===== src/rtl/rr_grant_arbiter.sv =====
// Round-robin arbiter with a registered one-hot grant held until ack.
// Re-arbitrates on ack from the slot after the winner, giving back-to-back grants.
module rr_grant_arbiter #(
   parameter int INPUTS = 4,
   localparam int IDW = (INPUTS > 1) ? $clog2(INPUTS) : 1
) (
   input  logic              clk,
   input  logic              rst_n,
   input  logic [INPUTS-1:0] req,
   input  logic              ack,
   output logic [INPUTS-1:0] grant,
   output logic              grant_valid,
   output logic [IDW-1:0]    grant_id
);

   typedef enum logic {
      IDLE,
      GRANT
   } state_e;

   state_e              state_q, state_d;
   logic [IDW-1:0]      ptr_q, ptr_d;
   logic [INPUTS-1:0]   grant_q, grant_d;
   logic                valid_q, valid_d;
   logic [IDW-1:0]      id_q, id_d;

   logic [IDW-1:0]      ptr_inc;
   logic [IDW-1:0]      scan_ptr;
   logic                hi_found, lo_found;
   logic [IDW-1:0]      hi_id, lo_id;
   logic                win_found;
   logic [IDW-1:0]      win_id;
   logic [INPUTS-1:0]   win_vec;

   assign ptr_inc = (id_q == IDW'(INPUTS - 1)) ? '0 : id_q + 1'b1;

   // On ack the scan must already use the advanced pointer.
   assign scan_ptr = (state_q == GRANT) ? ptr_inc : ptr_q;

   // Lowest set index at or above scan_ptr wins; otherwise wrap to lowest set index.
   always_comb begin
      hi_found = 1'b0;
      lo_found = 1'b0;
      hi_id    = '0;
      lo_id    = '0;
      for (int i = INPUTS - 1; i >= 0; i--) begin
         if (req[i]) begin
            lo_found = 1'b1;
            lo_id    = IDW'(i);
            if (IDW'(i) >= scan_ptr) begin
               hi_found = 1'b1;
               hi_id    = IDW'(i);
            end
         end
      end
      win_found = lo_found;
      win_id    = hi_found ? hi_id : lo_id;
   end

   always_comb begin
      win_vec = '0;
      for (int i = 0; i < INPUTS; i++) begin
         win_vec[i] = win_found && (win_id == IDW'(i));
      end
   end

   always_comb begin
      state_d = state_q;
      ptr_d   = ptr_q;
      grant_d = grant_q;
      valid_d = valid_q;
      id_d    = id_q;
      unique case (state_q)
         IDLE: begin
            if (win_found) begin
               grant_d = win_vec;
               valid_d = 1'b1;
               id_d    = win_id;
               state_d = GRANT;
            end
         end
         GRANT: begin
            if (ack) begin
               ptr_d = ptr_inc;
               if (win_found) begin
                  grant_d = win_vec;
                  valid_d = 1'b1;
                  id_d    = win_id;
               end else begin
                  grant_d = '0;
                  valid_d = 1'b0;
                  id_d    = '0;
                  state_d = IDLE;
               end
            end
         end
         default: state_d = IDLE;
      endcase
   end

   always_ff @(posedge clk or negedge rst_n) begin
      if (!rst_n) begin
         state_q <= IDLE;
         ptr_q   <= '0;
         grant_q <= '0;
         valid_q <= 1'b0;
         id_q    <= '0;
      end else begin
         state_q <= state_d;
         ptr_q   <= ptr_d;
         grant_q <= grant_d;
         valid_q <= valid_d;
         id_q    <= id_d;
      end
   end

   assign grant       = grant_q;
   assign grant_valid = valid_q;
   assign grant_id    = id_q;

endmodule


===== config.mk =====
export PLATFORM = sky130hd
export DESIGN_NAME = rr_grant_arbiter
export DESIGN_NICKNAME = d
export VERILOG_FILES = /design/src/rtl/rr_grant_arbiter.sv
export SDC_FILE = /design/constraint.sdc
export NUM_CORES = 1
export LEC_CHECK = 0
export ABC_AREA = 0
export BUFFER_PORTS_ARGS = -buffer_cell sky130_fd_sc_hd__buf_2
export CORE_AREA = 5 5 42 44
export DETAILED_ROUTE_END_ITERATION = 8
export DIE_AREA = 0 0 47 49
export SLEW_MARGIN = 20
export SYNTH_ARGS = -nofsm -noshare
export SYNTH_HDL_FRONTEND = slang
export SYNTH_SLANG_ARGS = --single-unit
export TNS_END_PERCENT = 1

===== constraint.sdc =====
create_clock -name clk -period 3.55 [get_ports clk]
set_input_delay 1.065 -clock clk [delete_from_list [all_inputs] [get_ports clk]]
set_output_delay 1.065 -clock clk [all_outputs]
set_load 0.05 [all_outputs]

* Word-level counts from Yosys, hierarchy flattened
Index checks and enable logic that the tools add are counted.
** Cells by class
- Add/sub/neg operators :: 1
- Magnitude comparators :: 4
- Equality and inequality tests :: 6
- Mux-type cells :: 41
- Bitwise logic cells :: 1
- Reduce and logical (&&, ||, !) cells :: 7
** Operator list (count)
- $mux 2 :: 18
- $mux 1 :: 16
- $mux 4 :: 3
- $pmux 4 s2 :: 1
- $eq 2x2->1 const B :: 3
- $ge 1x2->1 const A :: 2
- $ge 2x2->1 const A :: 2
- $logic_and 1x1->1 :: 4
- $ne 2x2->1 const B :: 2
- $pmux 1 s2 :: 2
- $pmux 2 s2 :: 1
- $reduce_and 2->1 :: 2
- $add 2x1->2 const B :: 1
- $eq 2x1->1 const B :: 1
- $logic_not 2->1 :: 1
- $not 1->1 :: 1
** Storage, ports and cells
- Flip-flop bits (word level) :: 10
- Bits of input ports :: 7
- Output and inout port bits :: 7
- Word-level logic and storage cells :: 65

* Longest topological paths before layout
Gate-level depths: netlist (run 1).
- Depth after elaboration :: 18
- Gate-level depth with buffers :: 6
- Mapped depth without buffers :: 6

* Least setup slack after synthesis (run 1)
No wires, ideal clock.
- Path kind :: input-to-reg
- Start point :: input req[1]
- End point :: register grant_q[2], in the netlist grant[2]
- Setup time :: 0.121 ns
- Arrival time :: 2.063 ns
- Required time :: 3.429 ns
- Path slack :: 1.366 ns
- Stages on the path :: 4
- Path buffers :: 0
- Path through :: or2b_2 or4_4 o211a_1 a22o_1
** Between the ends
- Word-level cells in the longest chain between the ends :: 9
- Elaborated cells on any way between the ends :: 19
- Classes of those cells :: eq/ne (2); mux (15); reduce/logical (2)
** RTL lines
- start, declared :: line 9 : input logic [INPUTS-1:0] req,
- $mux 2 or $mux 1 (tied branches) :: line 47 : if (req[i]) begin
- $mux 2 or $mux 1 (tied branches) :: line 50 : if (IDW'(i) >= scan_ptr) begin
- $mux 2 or $mux 1 (tied branches) :: line 47
- $mux 2 :: line 57 : win_id = hi_found ? hi_id : lo_id;
- $eq 2x2->1 :: line 63 : win_vec[i] = win_found && (win_id == IDW'(i));
- $logic_and 1x1->1 :: line 63
- $mux 4 :: line 85 : if (win_found) begin
- $mux 4 :: line 83 : if (ack) begin
- $pmux 4 s2 :: line 73 : unique case (state_q)
- end signal, assigned :: line 111 : grant_q <= grant_d;
- end, declared :: line 23 : logic [INPUTS-1:0] grant_q, grant_d;
Parallel ways exist; a longest one is shown, timed or not. The select of a mux whose other input is x is not followed.
A chain may end at the register's enable or synchronous reset.

* Worst setup path after layout (run 1)
- Start point :: input req[0]
- End point :: register grant_q[2], in the netlist grant[2]
** Between the ends
- Word-level cells in the longest chain between the ends :: 7
- Elaborated cells on any way between the ends :: 13
- Classes of those cells :: eq/ne (2); mux (9); reduce/logical (2)
** RTL lines (line)
- $mux 2 or $mux 1 (tied branches) :: 47
- $mux 2 :: 57
- $eq 2x2->1 :: 63
- $logic_and 1x1->1 :: 63
- $mux 4 :: 85
- $mux 4 :: 83
- $pmux 4 s2 :: 73
Parallel ways exist; a longest one is shown, timed or not. The select of a mux whose other input is x is not followed.

==> results.cfg, run 1 <==
[critical_path]
worstPathCellList = buf_2 > or2b_2 > or4_4 > o211a_1 > a22o_1
path_class = primary input to flip-flop
cpPeakStageDelay_ns = 0.42
cp_top_family = simple AND/OR/NAND/NOR gates
crit_fanout = 6
critPathLaunchType = primary input
critPathSlowestCell = or4_4
endpoint_kind = flip-flop
crit_required_ns = 3.71
worst-path-stages = 5
critPathBufInv = 1
reg2reg_depth = 6
worstPathArrival_ns = 2.25

[cts]
tritoncts = done
cts_root_buf = clkbuf_4
path_clk_slew_ns = 0.06
htreeDepth = 1
clock-sinks = 10
cts_max_path_buffers = 2
cts_setup_buffers = 0
hold_buffers = 0
tritoncts.num_buffers = 3
cts_resized = 0
insertion_delay_ns = 0.27

[synthesis]
yosysMostFrequentCell = dfrtp_1
synthMuxAreaShare_pct = 4.04
synth-seq-cells = 10
synth_top_area_cell = dfrtp_1
synth_ff_type = dfrtp_1
synth_edf_count = 0
synth.top_cell.area_share_pct = 47.5
synth_fa_ha_area_share_pct = 2.38
yosys.area_share.xor_xnor_pct = 0
synth_compound_area_share_pct = 21.6
synthTopCellsByArea = dfrtp_1, nand2_1, o211a_1
syn_inst = 52
ys_types = 27
syn-mean-instance-area_um2 = 10.1
seq_area_frac_synth_pct = 47.5
netlist_top_cells_count = dfrtp_1, nand2_1, inv_1, o21ai_0
syn_nets = 60
async_flop_share_pct = 100
yosys_warnings = 0
yosys.area_share.simple_pct = 20.2
synth_top_family_by_area = compound AO/OA/AOI/OAI gates
netlist_area_um2 = 527

[finish]
areaGrowthSynthToFinish_pct = 18.3
nNetsFinal = 77
final_cells = 83
utilization_pct = 44.5
layout-drive-gt1-share_pct = 29.9
fillers = 155
multi_input_area_um2 = 254
regArea_um2 = 250
antennaDiodeCount = 0

[route]
drt_iter0_markers = 5
vias_per_cell = 5.29
dr.pass1.iters = 4
drt-met1-wl_um = 532
dr_total_vias = 439
wl_per_cell_um = 13.1
route.met2.wl_um = 434
drc = 0
ant_nets = 0
met3_length_um = 77
top_layer_used = met4
totalWireLength_um = 1090

[placement]
routabilityCongestion = 0.815
dpl.cell_count = 80
dpl.hpwl_um = 852
portBuffers = 13

[timing]
fin_crit_ns = 2.09
fmax_ghz = 0.479
timing.final.setup_violations = 0
drv_slew = 0
tightest_slew_ns = 0.571
rsz0062_at_grt = no
hold_viol = 0
setup_tns_ns = 0
fin_crit_sh_pct = 58.8
worst_clock_skew_ns = 0.00387
slew_headroom_pct = 61.4
hold_slack_ns = 0.474

[die]
die-area_um2 = 2300
dieHeight_um = 49
start_util_pct = 37.6
ios = 14
rows = 14
core_area_um2 = 1400
die_w_um = 47

[power_and_ir_drop]
powerDensity_nw_per_um2 = 720
leakage_nw = 0.324
ir_drop_uv = 296

[global_route]
grtUsageTotal_pct = 11.4
grt_pass1_wl_um = 1860
grt_pass1_vias = 399
grt-ovfl-total = 0
antenna_found_initial = 0
grt_max_degree = 11

[flow_run]
max_cap_violations = 0

[outcome]
status = finished clean

[hold_path]
hold_depth = 2
min-delay-path-class = flip-flop to flip-flop
==> layout by cell type, fill, tap and decap left out <==
master / count
nor2b_1: 1
or2b_2: 1
nor3b_1: 1
nand2_1: 9
o311ai_0: 1
ha_1: 1
mux2i_1: 1
mux2_2: 1
clkbuf_4: 3
o31ai_1: 1
o21ai_1: 1
dfrtp_1: 10
a21o_1: 1
a31oi_1: 1
a21oi_1: 2
nor4_1: 1
inv_1: 3
nand3b_1: 2
a31o_2: 1
buf_2: 13
o211a_1: 2
nand3_1: 1
a22o_1: 2
or4_4: 1
o211ai_1: 1
nor2_1: 1
nor4b_1: 1
o21ai_0: 3
==> final cells by class <==
class,count,share of cell area [%]
clock buffer,3,3.61
inverter,3,1.81
multi-input combinational,38,40.8
sequential,10,40.2
tap,16,3.21
timing repair buffer,13,10.4
==> final timing paths <==
kind	startpoint	slack [ns]	end
setup / recovery	req[0]	1.46	grant[2]$_DFFE_PN0P_
hold / removal	grant_valid$_DFFE_PN0P_	0.47	grant_valid$_DFFE_PN0P_
setup reg to reg	grant_id[0]$_DFFE_PN0P_	1.49	grant[3]$_DFFE_PN0P_
hold reg to reg	grant_valid$_DFFE_PN0P_	0.47	grant_valid$_DFFE_PN0P_
max in group asynchronous	rst_n	2.72	ptr_q[0]$_DFFE_PN0P_
min in group asynchronous	rst_n	0.64	grant[3]$_DFFE_PN0P_
==> sequential cells by signal (all words and copies together) (netlist names) <==
name         cells
grant            4
grant_id         2
grant_valid      1
ptr_q            2
state_q          1
==> cell families after synthesis <==
group                    count (synthesis)
AND/OR/NAND/NOR                         19
multiplexers                             2
flip-flops                              10
buffers and inverters                    4
AO/OA/AOI/OAI                           16
adder cells (fa/ha/maj)                  1
==> per-stage QoR <==
step	worst slack [ns]	instance area, um2	power, W
after floorplan	1.37	527	0.000323
after global placement	1.20	601	0.000372
after detailed placement	1.18	601	0.000373
after CTS	1.47	623	0.000452
after global routing	1.27	623	0.000478
final	1.46	623	0.000448
==> tightest hold or removal path, cell delays in order, from the launching register on <==
cell,delay (ns)
dfrtp_1,0.34
nand2_1,0.05
nand2_1,0.06
==> where the power goes <==
| group | internal, W | switching [W] | total [W] |
|---|---|---|---|
| clock network | 0.0000392 | 0.0000382 | 0.0000774 |
| logic | 0.0000643 | 0.000140 | 0.000204 |
| registers | 0.000144 | 0.0000229 | 0.000167 |
| total | 0.000248 | 0.000201 | 0.000448 |
==> layer usage <==
layer,up-vias,GRT usage (%)
li1,224,-
met1,194,16.8
met2,16,14.0
met3,5,2.21
met4,0,8.29
met5,-,0
Power figures use the tool's default switching activity.
==> run 2: changes to the inputs <==
--- a/config.mk
+++ b/config.mk
@@ -5,11 +5,12 @@
 export SDC_FILE = /design/constraint.sdc
 export NUM_CORES = 1
 export LEC_CHECK = 0
-export ABC_AREA = 0
+export ABC_AREA = 1
 export BUFFER_PORTS_ARGS = -buffer_cell sky130_fd_sc_hd__buf_2
 export CORE_AREA = 5 5 42 44
 export DETAILED_ROUTE_END_ITERATION = 8
 export DIE_AREA = 0 0 47 49
+export PLACE_DENSITY = 0.67
 export SLEW_MARGIN = 20
 export SYNTH_ARGS = -nofsm -noshare
 export SYNTH_HDL_FRONTEND = slang
==> constraint.sdc (replaced) <==
create_clock -name clk -period 2.05 [get_ports clk]
set_input_delay 0.615 -clock clk [delete_from_list [all_inputs] [get_ports clk]]
set_output_delay 0.615 -clock clk [all_outputs]
set_load 0.05 [all_outputs]
==> run 2 against run 1 <==
  * Clock skew grew 0.0055 ns
  * Synthesized area up 10%
  * Design area rose by 13%
==> results.cfg, run 2 <==
[timing]
setup_tns_ns = 0
tightest_slew_ns = 0.250
worst_clock_skew_ns = 0.00939
slew_headroom_pct = 83.4
fin_crit_ns = 1.57
timing.final.setup_violations = 0
fin_crit_sh_pct = 76.8
hold_viol = 0
drv_slew = 0
fmax_ghz = 0.635
fin_ws_ns = 0.476
rsz0062_at_grt = no

[placement]
routabilityCongestion = 0.806
dpl.hpwl_um = 945
dpl_cell_area_um2 = 667
portBuffers = 13
pre_cts_ws_ns = 0.429

[critical_path]
critPathSlowestCell = dfrtp_1
critPathLaunchType = flip-flop
endpoint_kind = primary output
worstPathArrival_ns = 0.96
cp_top_family = flip-flops
worstPathCellList = buf_2
crit_required_ns = 1.43
path_class = flip-flop to primary output
critPathBufInv = 1
crit_fanout = 5
cpPeakStageDelay_ns = 0.41

[die]
die-area_um2 = 2300
core_area_um2 = 1400
dieHeight_um = 49
ios = 14
start_util_pct = 41.5
rows = 14
die_w_um = 47

[route]
ant_nets = 0
dr_total_vias = 516
drc = 0
wl_per_cell_um = 10.0
totalWireLength_um = 1140
drt_iter0_markers = 8
vias_per_cell = 4.53
dr.pass1.iters = 4

[synthesis]
async_flop_share_pct = 100
yosys_warnings = 0
yosysMostFrequentCell = nand2_1
syn_nets = 89
synth.top_cell.area_share_pct = 43.0
synth-seq-cells = 10
ys_types = 15
seq_area_frac_synth_pct = 43.0
synth_ff_type = dfrtp_1
synth_top_area_cell = dfrtp_1
netlist_top_cells_count = nand2_1, inv_1, dfrtp_1
netlist_area_um2 = 582
syn-mean-instance-area_um2 = 7.18
syn_inst = 81
synth_edf_count = 0
synthTopCellsByArea = dfrtp_1, nand2_1, inv_1

[hold_path]
min-delay-path-class = primary input to async pin

[cts]
tritoncts = done
cts_resized = 0
tritoncts.num_buffers = 3
cts_setup_buffers = 0
htreeDepth = 1
hold_buffers = 0
clock-sinks = 10
cts_root_buf = clkbuf_4
insertion_delay_ns = 0.26
cts_max_path_buffers = 2
path_clk_slew_ns = 0.08

[global_route]
grt_pass1_wl_um = 1940
antenna_found_initial = 0
grtUsageTotal_pct = 11.6
grt_max_degree = 11
grt_pass1_vias = 469
grt-ovfl-total = 0

[finish]
largest_reg_flops = 4
layout-drive-gt1-share_pct = 29.6
fillers = 150
layout_commonest_cell = nand2_1
design_area_um2 = 703
antennaDiodeCount = 0
nNetsFinal = 107
areaGrowthSynthToFinish_pct = 20.9
final_cell_mix = nand2_1, inv_1, buf_2

[outcome]
status = finished clean

[power_and_ir_drop]
p_sw_share_pct = 50.1
seq_power_share_pct = 30.0
ir_drop_uv = 746
p_comb_share_pct = 53.4
powerDensity_nw_per_um2 = 1530
p_switching_w = 0.000540
clkPwrFrac_pct = 16.6
intPower_w = 0.000538
leakage_nw = 0.427

[flow_run]
max_cap_violations = 0
[run 2: worst paths after layout]
path,startpoint,cells past startpoint,slack (ns),to
worst max register to register,grant_id[0]$_DFFE_PN0P_,10,0.52,grant[1]$_DFFE_PN0P_
max in group asynchronous,rst_n,1,1.66,grant[1]$_DFFE_PN0P_
min in group clk,grant[1]$_DFFE_PN0P_,2,0.48,grant[1]$_DFFE_PN0P_
worst min-delay path,rst_n,1,0.19,state_q$_DFF_PN0_
worst max-delay path,grant_id[0]$_DFFE_PN0P_,1,0.48,grant_id[0]
worst min register to register,grant[1]$_DFFE_PN0P_,2,0.48,grant[1]$_DFFE_PN0P_
[run 2: area by class of cell]
class	count	area, um2	area share (%)
Inverter	15	56.3	8.01
Multi-Input combinational cell	56	275	39.1
Tap cell	16	20.0	2.85
Clock buffer	4	36.3	5.16
Sequential cell	10	250	35.6
Timing Repair Buffer	13	65.1	9.25
[run 2: stage by stage]
stage | instances | utilization [%] | hold WS, ns | power, W
2_1_floorplan | 81 | - | 0.319 | 0.000781
5_1_grt | 114 | 50.2 | 0.197 | 0.00117
6_report | 114 | 50.2 | 0.195 | 0.00108
3_5_place_dp | 110 | 47.6 | 0.465 | 0.000911
4_1_cts | 114 | 50.2 | 0.196 | 0.00109
3_3_place_gp | 110 | 47.6 | 0.465 | 0.000905
[run 2: cell families (layout without fill, tap and decap cells)]
| logic type | Yosys count | count (layout) | share of synthesized area (%) |
|---|---|---|---|
| simple gates | 50 | 50 | 38.9 |
| buf+inv | 15 | 32 | 9.68 |
| flops | 10 | 10 | 43.0 |
| compound gates | 5 | 5 | 6.24 |
| fa+ha+maj | 1 | 1 | 2.15 |
[run 2: layer usage]
| layer | track usage (%) | vias to the layer above | share of wire [%] | wire [um] |
|---|---|---|---|---|
| met5 | 0 | - | 0 | 0 |
| met4 | 2.76 | 0 | 0 | 0 |
| met3 | 4.80 | 0 | 6.6 | 75 |
| met2 | 14.9 | 14 | 42 | 478 |
| met1 | 17.6 | 228 | 51 | 588 |
| li1 | - | 274 | - | - |
[run 2: power groups by stage]
stage	clock network (W)	registers, W	logic, W
2_1_floorplan	0	0.000509	0.000272
3_3_place_gp	0	0.000327	0.000578
3_5_place_dp	0	0.000328	0.000583
4_1_cts	0.000184	0.000325	0.000585
5_1_grt	0.000194	0.000335	0.000639
6_report	0.000179	0.000323	0.000576
==> run 3: changes to the inputs <==
--- a/config.mk
+++ b/config.mk
@@ -5,12 +5,11 @@
 export SDC_FILE = /design/constraint.sdc
 export NUM_CORES = 1
 export LEC_CHECK = 0
-export ABC_AREA = 1
+export ABC_AREA = 0
 export BUFFER_PORTS_ARGS = -buffer_cell sky130_fd_sc_hd__buf_2
 export CORE_AREA = 5 5 42 44
 export DETAILED_ROUTE_END_ITERATION = 8
 export DIE_AREA = 0 0 47 49
-export PLACE_DENSITY = 0.67
 export SLEW_MARGIN = 20
 export SYNTH_ARGS = -nofsm -noshare
 export SYNTH_HDL_FRONTEND = slang
==> constraint.sdc (replaced) <==
create_clock -name clk -period 1.5 [get_ports clk]
set_input_delay 0.45 -clock clk [delete_from_list [all_inputs] [get_ports clk]]
set_output_delay 0.45 -clock clk [all_outputs]
set_load 0.05 [all_outputs]
==> run 3 against run 2 <==
  * Clock-buffer cell count stayed put
  * Flip-flop and latch count did not move
  * Clock skew decreased by 0.0058 ns
  * Design area grew 8.9%
  * Global-route usage increased by 2.6 points
  * The run now ends with negative setup slack left
  * Setup slack got worse by 0.77 ns
==> results.cfg, run 3 (synthesis results as in run 1) <==
[critical_path]
crit_required_ns = 1.67
timing.rr.end = grant[2]$_DFFE_PN0P_
critPathLaunchType = flip-flop
endpoint_kind = flip-flop
reg2reg_depth = 6
crit_fanout = 3
r2r-start = grant_id[1]$_DFFE_PN0P_
r2r_slack_ns = -0.30
path_class = flip-flop to flip-flop
worstPathArrival_ns = 1.96

[cts]
htreeDepth = 1
hold_buffers = 0
tritoncts = done
tritoncts.num_buffers = 3
clock-sinks = 10
cts_max_path_buffers = 2
path_clk_slew_ns = 0.07
cts_root_buf = clkbuf_4
insertion_delay_ns = 0.27

[finish]
final_cells = 95
design_area_um2 = 766
layout-drive-gt1-share_pct = 46.8
areaGrowthSynthToFinish_pct = 45.4
antennaDiodeCount = 0
largest_reg_flops = 4
fillers = 136
final_cell_mix = buf_2, buf_4, nand2_1
nNetsFinal = 88
layout_commonest_cell = buf_2

[timing]
fin_crit_ns = 1.80
fin_crit_sh_pct = 120
tightest_slew_ns = 0.385
fmax_ghz = 0.556
drv_slew = 0
setup_tns_ns = -1.35
fin_ws_ns = -0.298
rsz0062_at_grt = yes
timing.final.setup_violations = 6
hold_viol = 0
slew_headroom_pct = 73.9
worst_clock_skew_ns = 0.00359

[route]
drt_iter0_markers = 7
wl_per_cell_um = 14.2
drt-met1-wl_um = 589
dr_total_vias = 507
dr.pass1.iters = 4
totalWireLength_um = 1350
top_layer_used = met4
route.met2.wl_um = 651
met3_length_um = 68
drc = 0
ant_nets = 0
vias_per_cell = 5.34

[placement]
pre_cts_ws_ns = -0.374
routabilityCongestion = 0.734
dpl_cell_area_um2 = 698
portBuffers = 13
dpl.hpwl_um = 1030
dpl.cell_count = 91

[die]
core_area_um2 = 1400
rows = 14
ios = 14
start_util_pct = 37.6
dieHeight_um = 49
die_w_um = 47
die-area_um2 = 2300

[power_and_ir_drop]
total_power_w = 0.00133
powerDensity_nw_per_um2 = 1740
ir_drop_uv = 902
leakage_nw = 0.382

[global_route]
grt_max_degree = 11
grtUsageTotal_pct = 14.2
antenna_found_initial = 0
grt_pass1_wl_um = 2320
grt_pass1_vias = 518
grt-ovfl-total = 0

[hold_path]
min-delay-path-class = primary input to async pin

[flow_run]
max_cap_violations = 0

[outcome]
violations = negative setup slack
status = complete, but fails checks
[run 3: changes by cell type in the layout (fill, tap and decap cells not counted), sizes merged, moves of 2 or more]
cell and delta:
o21bai -2, buf +11, inv -12, nand2 -28
o211a +2, nor2 -6, o21ai +2, a22o +2
nand3b +2, a21oi +2, nand3 -4
[run 3: routing by layer]
layer	vias to the layer above	track usage, %
met2	14	21.0
met1	239	17.2
li1	250	-
met5	-	0
met4	0	11.1
met3	4	2.58
[run 3: power breakdown]
group / leakage [nW] / switching (W) / internal [W]
clock network: 0.0210 / 0.000101 / 0.000148
logic: 0.241 / 0.000394 / 0.000297
registers: 0.120 / 0.0000485 / 0.000344
total: 0.382 / 0.000544 / 0.000789
[run 3: worst max-delay path by stage]
| stage | from | to | cells after the start |
|---|---|---|---|
| 2_1_floorplan | grant_id[0]$_DFFE_PN0P_ | grant[2]$_DFFE_PN0P_ | 6 |
| 3_3_place_gp | grant_id[1]$_DFFE_PN0P_ | grant[2]$_DFFE_PN0P_ | 6 |
| 3_5_place_dp | grant_id[1]$_DFFE_PN0P_ | grant_id[0]$_DFFE_PN0P_ | 6 |
| 4_1_cts | grant_id[1]$_DFFE_PN0P_ | grant[2]$_DFFE_PN0P_ | 6 |
| 5_1_grt | grant_id[0]$_DFFE_PN0P_ | grant[2]$_DFFE_PN0P_ | 6 |
| 6_report | grant_id[1]$_DFFE_PN0P_ | grant[2]$_DFFE_PN0P_ | 6 |
[run 3: critical path, cell delays in order, from the launching register on]
cell	delay [ns]
dfrtp_2	0.42
ha_4	0.27
buf_6	0.10
mux2i_4	0.06
or4_4	0.49
o211a_1	0.17
a22o_1	0.18
[run 3: area by class of cell]
type                       count  area, um2  share of cell area, %
sequential                    10        253                   33.0
multi-input combinational     38        282                   36.8
inverter                       3       11.3                   1.47
clock buffer                   4       36.3                   4.74
timing repair buffer          24        164                   21.4
tap                           16       20.0                   2.61
[run 3: per-stage QoR]
step	hold WS, ns	utilization [%]
2_1_floorplan	0.154	-
3_3_place_gp	0.324	49.8
3_5_place_dp	0.327	49.8
4_1_cts	0.0252	53.9
5_1_grt	0.0278	54.6
6_report	0.0290	54.6
[run 3: what timing repair did]
action,4_1_cts,5_1_grt
setup buffers,0,0
resized for setup,8,4
hold endpoints to repair,0,0
cloned,0,0
endpoints found under the setup margin,8,8
pin swaps,5,0
